### config.mk
export PLATFORM = sky130hd
export DESIGN_NAME = or1200_enc_xor_unit
export DESIGN_NICKNAME = d
export VERILOG_FILES = /design/src/rtl/or1200_enc_xor_unit.sv
export SDC_FILE = /design/constraint.sdc
export NUM_CORES = 1
export LEC_CHECK = 0
export BUFFER_PORTS_ARGS = -buffer_cell sky130_fd_sc_hd__buf_2
export CAP_MARGIN = 5
export CORE_MARGIN = 2
export CORE_UTILIZATION = 25
export CTS_BUF_LIST = sky130_fd_sc_hd__clkbuf_16
export DETAILED_ROUTE_END_ITERATION = 10
export GPL_TIMING_DRIVEN = 0
export PLACE_DENSITY = 0.43
export REMOVE_ABC_BUFFERS = 1
export SETUP_SLACK_MARGIN = 0.5
export SLEW_MARGIN = 10
export SYNTH_ARGS = -nofsm -noshare
export SYNTH_HDL_FRONTEND = slang
export SYNTH_SLANG_ARGS = --single-unit
### constraint.sdc
create_clock -name clk -period 1.6 [get_ports clk]
set_input_delay 0.32 -clock clk [delete_from_list [all_inputs] [get_ports clk]]
set_output_delay 0.32 -clock clk [all_outputs]
set_load 0.01 [all_outputs]
### src/rtl/or1200_enc_xor_unit.sv
// XOR stage between the LSU and the data cache: applies load/store encryption pads.
// Optional OR1200_ENC_XOR_STATS_EN adds saturating secure-access and pad-stall counters.
module or1200_enc_xor_unit #(
  parameter int unsigned PAD_TMO         = 255,
  parameter int unsigned SECURE_SEL_MASK = 1
) (
  input  logic        clk,
  input  logic        rst,
  input  logic        lsu_req_i,
  input  logic        lsu_we_i,
  input  logic        lsu_secure_i,
  input  logic [31:0] lsu_addr_i,
  input  logic [3:0]  lsu_sel_i,
  input  logic [31:0] lsu_dat_i,
  output logic [31:0] lsu_dat_o,
  output logic        lsu_ack_o,
  output logic        err_o,
  output logic        dc_cycstb_o,
  output logic        dc_we_o,
  output logic [31:0] dc_addr_o,
  output logic [3:0]  dc_sel_o,
  output logic [31:0] dc_dat_o,
  input  logic [31:0] dc_dat_i,
  input  logic        dc_ack_i,
  input  logic [31:0] pad_load_i,
  input  logic [31:0] pad_store_i,
  input  logic        pad_busy_load_i,
  input  logic        pad_busy_store_i,
  output logic        load_ack_o,
  output logic        store_ack_o
`ifdef OR1200_ENC_XOR_STATS_EN
  ,
  output logic [15:0] stat_sld_o,
  output logic [15:0] stat_sst_o,
  output logic [15:0] stat_stall_o
`endif
);

  localparam int unsigned CW = (PAD_TMO > 1) ? $clog2(PAD_TMO) : 1;
  localparam logic [CW-1:0] TMO_LAST = CW'(PAD_TMO - 1);

  typedef enum logic [2:0] {IDLE, ST_PAD, ST_REQ, LD_REQ, LD_PAD, RESP} state_t;

  state_t        state;
  logic          sec_q;
  logic [31:0]   dat_q;
  logic [31:0]   buf_q;
  logic [CW-1:0] cnt;
  logic          tmo_hit;

  function automatic logic [31:0] pad_mask(input logic [31:0] p, input logic [3:0] s);
    logic [31:0] m;
    for (int unsigned i = 0; i < 4; i++)
      m[8*i +: 8] = (SECURE_SEL_MASK == 0 || s[i]) ? p[8*i +: 8] : 8'h00;
    return m;
  endfunction

  // Counter has reached its last busy cycle: this busy cycle aborts the access.
  assign tmo_hit = (PAD_TMO != 0) && (cnt == TMO_LAST);

  always_ff @(posedge clk) begin
    if (rst) begin
      state       <= IDLE;
      sec_q       <= 1'b0;
      dat_q       <= '0;
      buf_q       <= '0;
      cnt         <= '0;
      lsu_dat_o   <= '0;
      lsu_ack_o   <= 1'b0;
      err_o       <= 1'b0;
      dc_cycstb_o <= 1'b0;
      dc_we_o     <= 1'b0;
      dc_addr_o   <= '0;
      dc_sel_o    <= '0;
      dc_dat_o    <= '0;
      load_ack_o  <= 1'b0;
      store_ack_o <= 1'b0;
    end else begin
      case (state)
        IDLE: begin
          if (lsu_req_i) begin
            sec_q     <= lsu_secure_i;
            dat_q     <= lsu_dat_i;
            dc_addr_o <= lsu_addr_i;
            dc_sel_o  <= lsu_sel_i;
            cnt       <= '0;
            if (lsu_we_i) begin
              if (lsu_secure_i && pad_busy_store_i) begin
                state <= ST_PAD;
              end else begin
                dc_dat_o    <= lsu_dat_i ^ (lsu_secure_i ? pad_mask(pad_store_i, lsu_sel_i) : '0);
                dc_cycstb_o <= 1'b1;
                dc_we_o     <= 1'b1;
                state       <= ST_REQ;
              end
            end else begin
              dc_cycstb_o <= 1'b1;
              dc_we_o     <= 1'b0;
              state       <= LD_REQ;
            end
          end
        end
        ST_PAD: begin
          if (!pad_busy_store_i) begin
            dc_dat_o    <= dat_q ^ pad_mask(pad_store_i, dc_sel_o);
            dc_cycstb_o <= 1'b1;
            dc_we_o     <= 1'b1;
            state       <= ST_REQ;
          end else if (tmo_hit) begin
            lsu_ack_o <= 1'b1;
            err_o     <= 1'b1;
            state     <= RESP;
          end else begin
            cnt <= cnt + 1'b1;
          end
        end
        ST_REQ: begin
          if (dc_ack_i) begin
            dc_cycstb_o <= 1'b0;
            dc_we_o     <= 1'b0;
            lsu_ack_o   <= 1'b1;
            store_ack_o <= sec_q;
            state       <= RESP;
          end
        end
        LD_REQ: begin
          if (dc_ack_i) begin
            dc_cycstb_o <= 1'b0;
            buf_q       <= dc_dat_i;
            cnt         <= '0;
            if (!sec_q) begin
              lsu_dat_o <= dc_dat_i;
              lsu_ack_o <= 1'b1;
              state     <= RESP;
            end else if (!pad_busy_load_i) begin
              lsu_dat_o  <= dc_dat_i ^ pad_mask(pad_load_i, dc_sel_o);
              lsu_ack_o  <= 1'b1;
              load_ack_o <= 1'b1;
              state      <= RESP;
            end else begin
              state <= LD_PAD;
            end
          end
        end
        LD_PAD: begin
          if (!pad_busy_load_i) begin
            lsu_dat_o  <= buf_q ^ pad_mask(pad_load_i, dc_sel_o);
            lsu_ack_o  <= 1'b1;
            load_ack_o <= 1'b1;
            state      <= RESP;
          end else if (tmo_hit) begin
            lsu_dat_o <= buf_q;
            lsu_ack_o <= 1'b1;
            err_o     <= 1'b1;
            state     <= RESP;
          end else begin
            cnt <= cnt + 1'b1;
          end
        end
        RESP: begin
          // Ack cycle: the LSU still holds its request, so acceptance waits for IDLE.
          lsu_ack_o   <= 1'b0;
          err_o       <= 1'b0;
          load_ack_o  <= 1'b0;
          store_ack_o <= 1'b0;
          state       <= IDLE;
        end
        default: state <= IDLE;
      endcase
    end
  end

`ifdef OR1200_ENC_XOR_STATS_EN
  always_ff @(posedge clk) begin
    if (rst) begin
      stat_sld_o   <= '0;
      stat_sst_o   <= '0;
      stat_stall_o <= '0;
    end else begin
      if (load_ack_o && stat_sld_o != '1)
        stat_sld_o <= stat_sld_o + 1'b1;
      if (store_ack_o && stat_sst_o != '1)
        stat_sst_o <= stat_sst_o + 1'b1;
      if (((state == ST_PAD && pad_busy_store_i) || (state == LD_PAD && pad_busy_load_i))
          && stat_stall_o != '1)
        stat_stall_o <= stat_stall_o + 1'b1;
    end
  end
`endif

endmodule

==> reports/metrics.csv <==
metric,value,unit
status,finished with violations,
failing checks,negative setup slack,
Post-synth EDFFs,0,
CTS Hold Bufs,0,
most common cell in the netlist,nand2_1,
max_slew headroom,45.61,%
die width,193.1,um
fin area,0.01253,sq mm
Critical Path Source Type,flip-flop,
"Hold Vio Cnt, Final",0,
setup TNS,-15790,ps
PwrDens,1491,mW/mm^2
input/output buffers,277,
Fmax,527.6,MHz
1st-iter DRT viols,400,
final setup fails,75,
clock tree buffer depth,2,
register area share after synthesis,40.75,%
Crit Path Class,reg2reg,
WHS,105.2,ps
Top Ports,278,
"Cell Area, Synth",0.008941,sq mm
R2R setup slack,-300,ps
residual DRC count,0,
Post-synth top cells,"nand2_1 (371), dfxtp_1 (182), a21oi_1 (177), clkbuf_1 (70), xor2_1 (65)",
DPL Wire Length,20040,um
Synth Register Bits,182,
largest net degree at the start of global routing,98,
ys async rst share,0,%
count of cell types in the netlist,50,
CTS Sinks,182,
Hold WC Path Type,in2reg,
clock buffer count from CTS,17,
cells after synthesis,1189,
hold depth,3,
Cell Int Power,11600,uW
Seq pwr share,32.9,%
synthesis-to-finish area growth,40.09,%
Yosys top cell by area,dfxtp_1,
FILL cells,3836,
"Slew Viols, Final",0,
ys flop type,dfxtp_1,
Synth top area share,40.75,%
total number of vias,9021,
Die Area,0.03729,sq mm
VDD IR max,742.7,uV
die height,193.1,um
Initial DRT Pass Iterations,4,
Post-Route Utilization,35.39,%
antenna-violating nets left,0,
worst path required time,1910,ps
Initial Util,25.26,%
layout cell share with drive strength beyond 1,30.18,%
Mean Syn Cell Area,7.520,sq um
synth warn,0,
Crit. End Element,flip-flop,
R2R depth,7,
Area contributors post-synth,"dfxtp_1 (41%), nand2_1 (16%), a21oi_1 (9.9%)",
CP Capture Point,lsu_dat_o[9],
area of the core,0.03540,sq mm
RSZ-0062 raised after global routing,yes,
first-pass GRT wire length,50730,um
Final GP Congestion,0.7570,
Worst EP arrival,2210,ps
leakage,0.005025,uW
Total Power,18670,uW
Maximum Capacitance Violations,0,
Comb pwr share,43.9,%
H-Tree Depth,4,
vias in the first global route,8652,
Detailed Route WL,33720,um
final period utilization,118.5,%
R2R Path End,lsu_dat_o[9],
Clock Latency Late Sink,450,ps
PnR worst setup slack,-295.5,ps
Avg WL per Cell,17.41,um
Switching Fraction,37.87,%
clock power share,23.2,%
Placed Area,0.01082,sq mm
minimum clock period after layout,1895,ps
actual slew at the worst max-slew pin,815.8,ps
CTS Root Cell,clkbuf_16,
worst setup path start,state[1],
R2R Path Start,state[1],
nets,1633,
Overflow after GRT,0,
clk_skew,9.621,ps
crit path max fanout,16,
clock slew at reported path FFs,70,ps
initial antenna violation count,5,
CTS tree,built,
FF/Latch Area,0.003674,sq mm
vias per std cell,4.657,
Row Count,69,
switching power total,7072,uW
area occupied by multi-input gates,0.005187,sq mm
All-Layer GR Usage,18.02,%
-- cells by family after synthesis --
kind of cell             synth area share (%)
AO/OA/AOI/OAI                           18.98
multiplexers                           0.2239
XOR/XNOR                                12.64
flip-flops                              40.75
adder cells (fa/ha/maj)                0.2798
buffers and inverters                   4.688
AND/OR/NAND/NOR                         22.45
-- worst min path at each step --
stage	from	slack, ps	end
after global placement	lsu_dat_o[20]	440	lsu_dat_o[20]
final	lsu_addr_i[27]	110	dc_addr_o[27]
after global routing	lsu_addr_i[25]	80	dc_addr_o[25]
after CTS	lsu_addr_i[28]	70	dc_addr_o[28]
after detailed placement	lsu_dat_o[5]	440	lsu_dat_o[5]
after floorplan	rst	390	buf_q[0]
-- stage by stage --
step / setup slack (ps) / instances
final: -295.5 / 1937
after global routing: -362.7 / 1935
after CTS: -247.1 / 1930
after detailed placement: -1434 / 1846
after global placement: -4434 / 1833
after floorplan: -1520 / 1095
-- placed cells by master (no fill, tap or decap), types with 8 or more instances in the layout --
| cell type | count |
|---|---|
| buf_12 | 15 |
| nand2b_1 | 8 |
| o21ai_0 | 8 |
| o211ai_1 | 32 |
| a22o_1 | 32 |
| dfxtp_1 | 172 |
| buf_6 | 12 |
| buf_16 | 16 |
| buf_2 | 272 |
| nor2_1 | 44 |
| a21oi_2 | 16 |
| nand2_1 | 349 |
| clkbuf_16 | 18 |
| nand3_1 | 36 |
| xor2_1 | 65 |
| buf_4 | 19 |
| a21oi_1 | 161 |
| xnor2_1 | 64 |
| nand2_2 | 20 |
-- area by class of cell --
class	instances	area share [%]
Antenna cell	5	0.09989
Timing Repair Buffer	339	19.82
Inverter	5	0.1498
Clock buffer	17	3.396
Clock inverter	14	1.189
Sequential cell	182	29.33
Multi-Input combinational cell	914	41.41
Tap cell	461	4.605
-- metal layers --
| layer | track usage [%] | up-vias | part of all wire [%] |
|---|---|---|---|
| li1 | - | 4529 | - |
| met4 | 4.779 | 0 | 1.2 |
| met3 | 4.344 | 20 | 4.9 |
| met5 | 0 | - | 0 |
| met2 | 30.16 | 191 | 48 |
| met1 | 23.15 | 4281 | 46 |
-- flip-flops by register name, summed over array words and instances (netlist names), 3 cells and up --
signal,flops
buf_q,32
cnt,8
dat_q,32
dc_addr_o,32
dc_dat_o,32
dc_sel_o,4
lsu_dat_o,32
state,3
-- critical path, cell delays in order (launching register included) --
cell	delay (ps)
dfxtp_4	380
or3b_4	410
o32a_1	380
buf_4	150
o21a_4	140
buf_16	160
nand2_1	70
a21oi_1	50
-- power by group through the flow --
stage,sequential (uW),clock (uW),combinational [uW]
after global placement,6160,0,4980
after CTS,6150,4520,8130
after global routing,6280,4690,8990
after floorplan,6390,0,2990
after detailed placement,6290,0,5650
final,6150,4330,8190
-- timing repair --
action	CTS	global route
buffers inserted	34	1
hold endpoints to repair	0	0
endpoints found under the setup margin	288	288
pin swaps	14	33
gates cloned	19	1
resized for setup	74	36
Power figures use the tool's default switching activity.
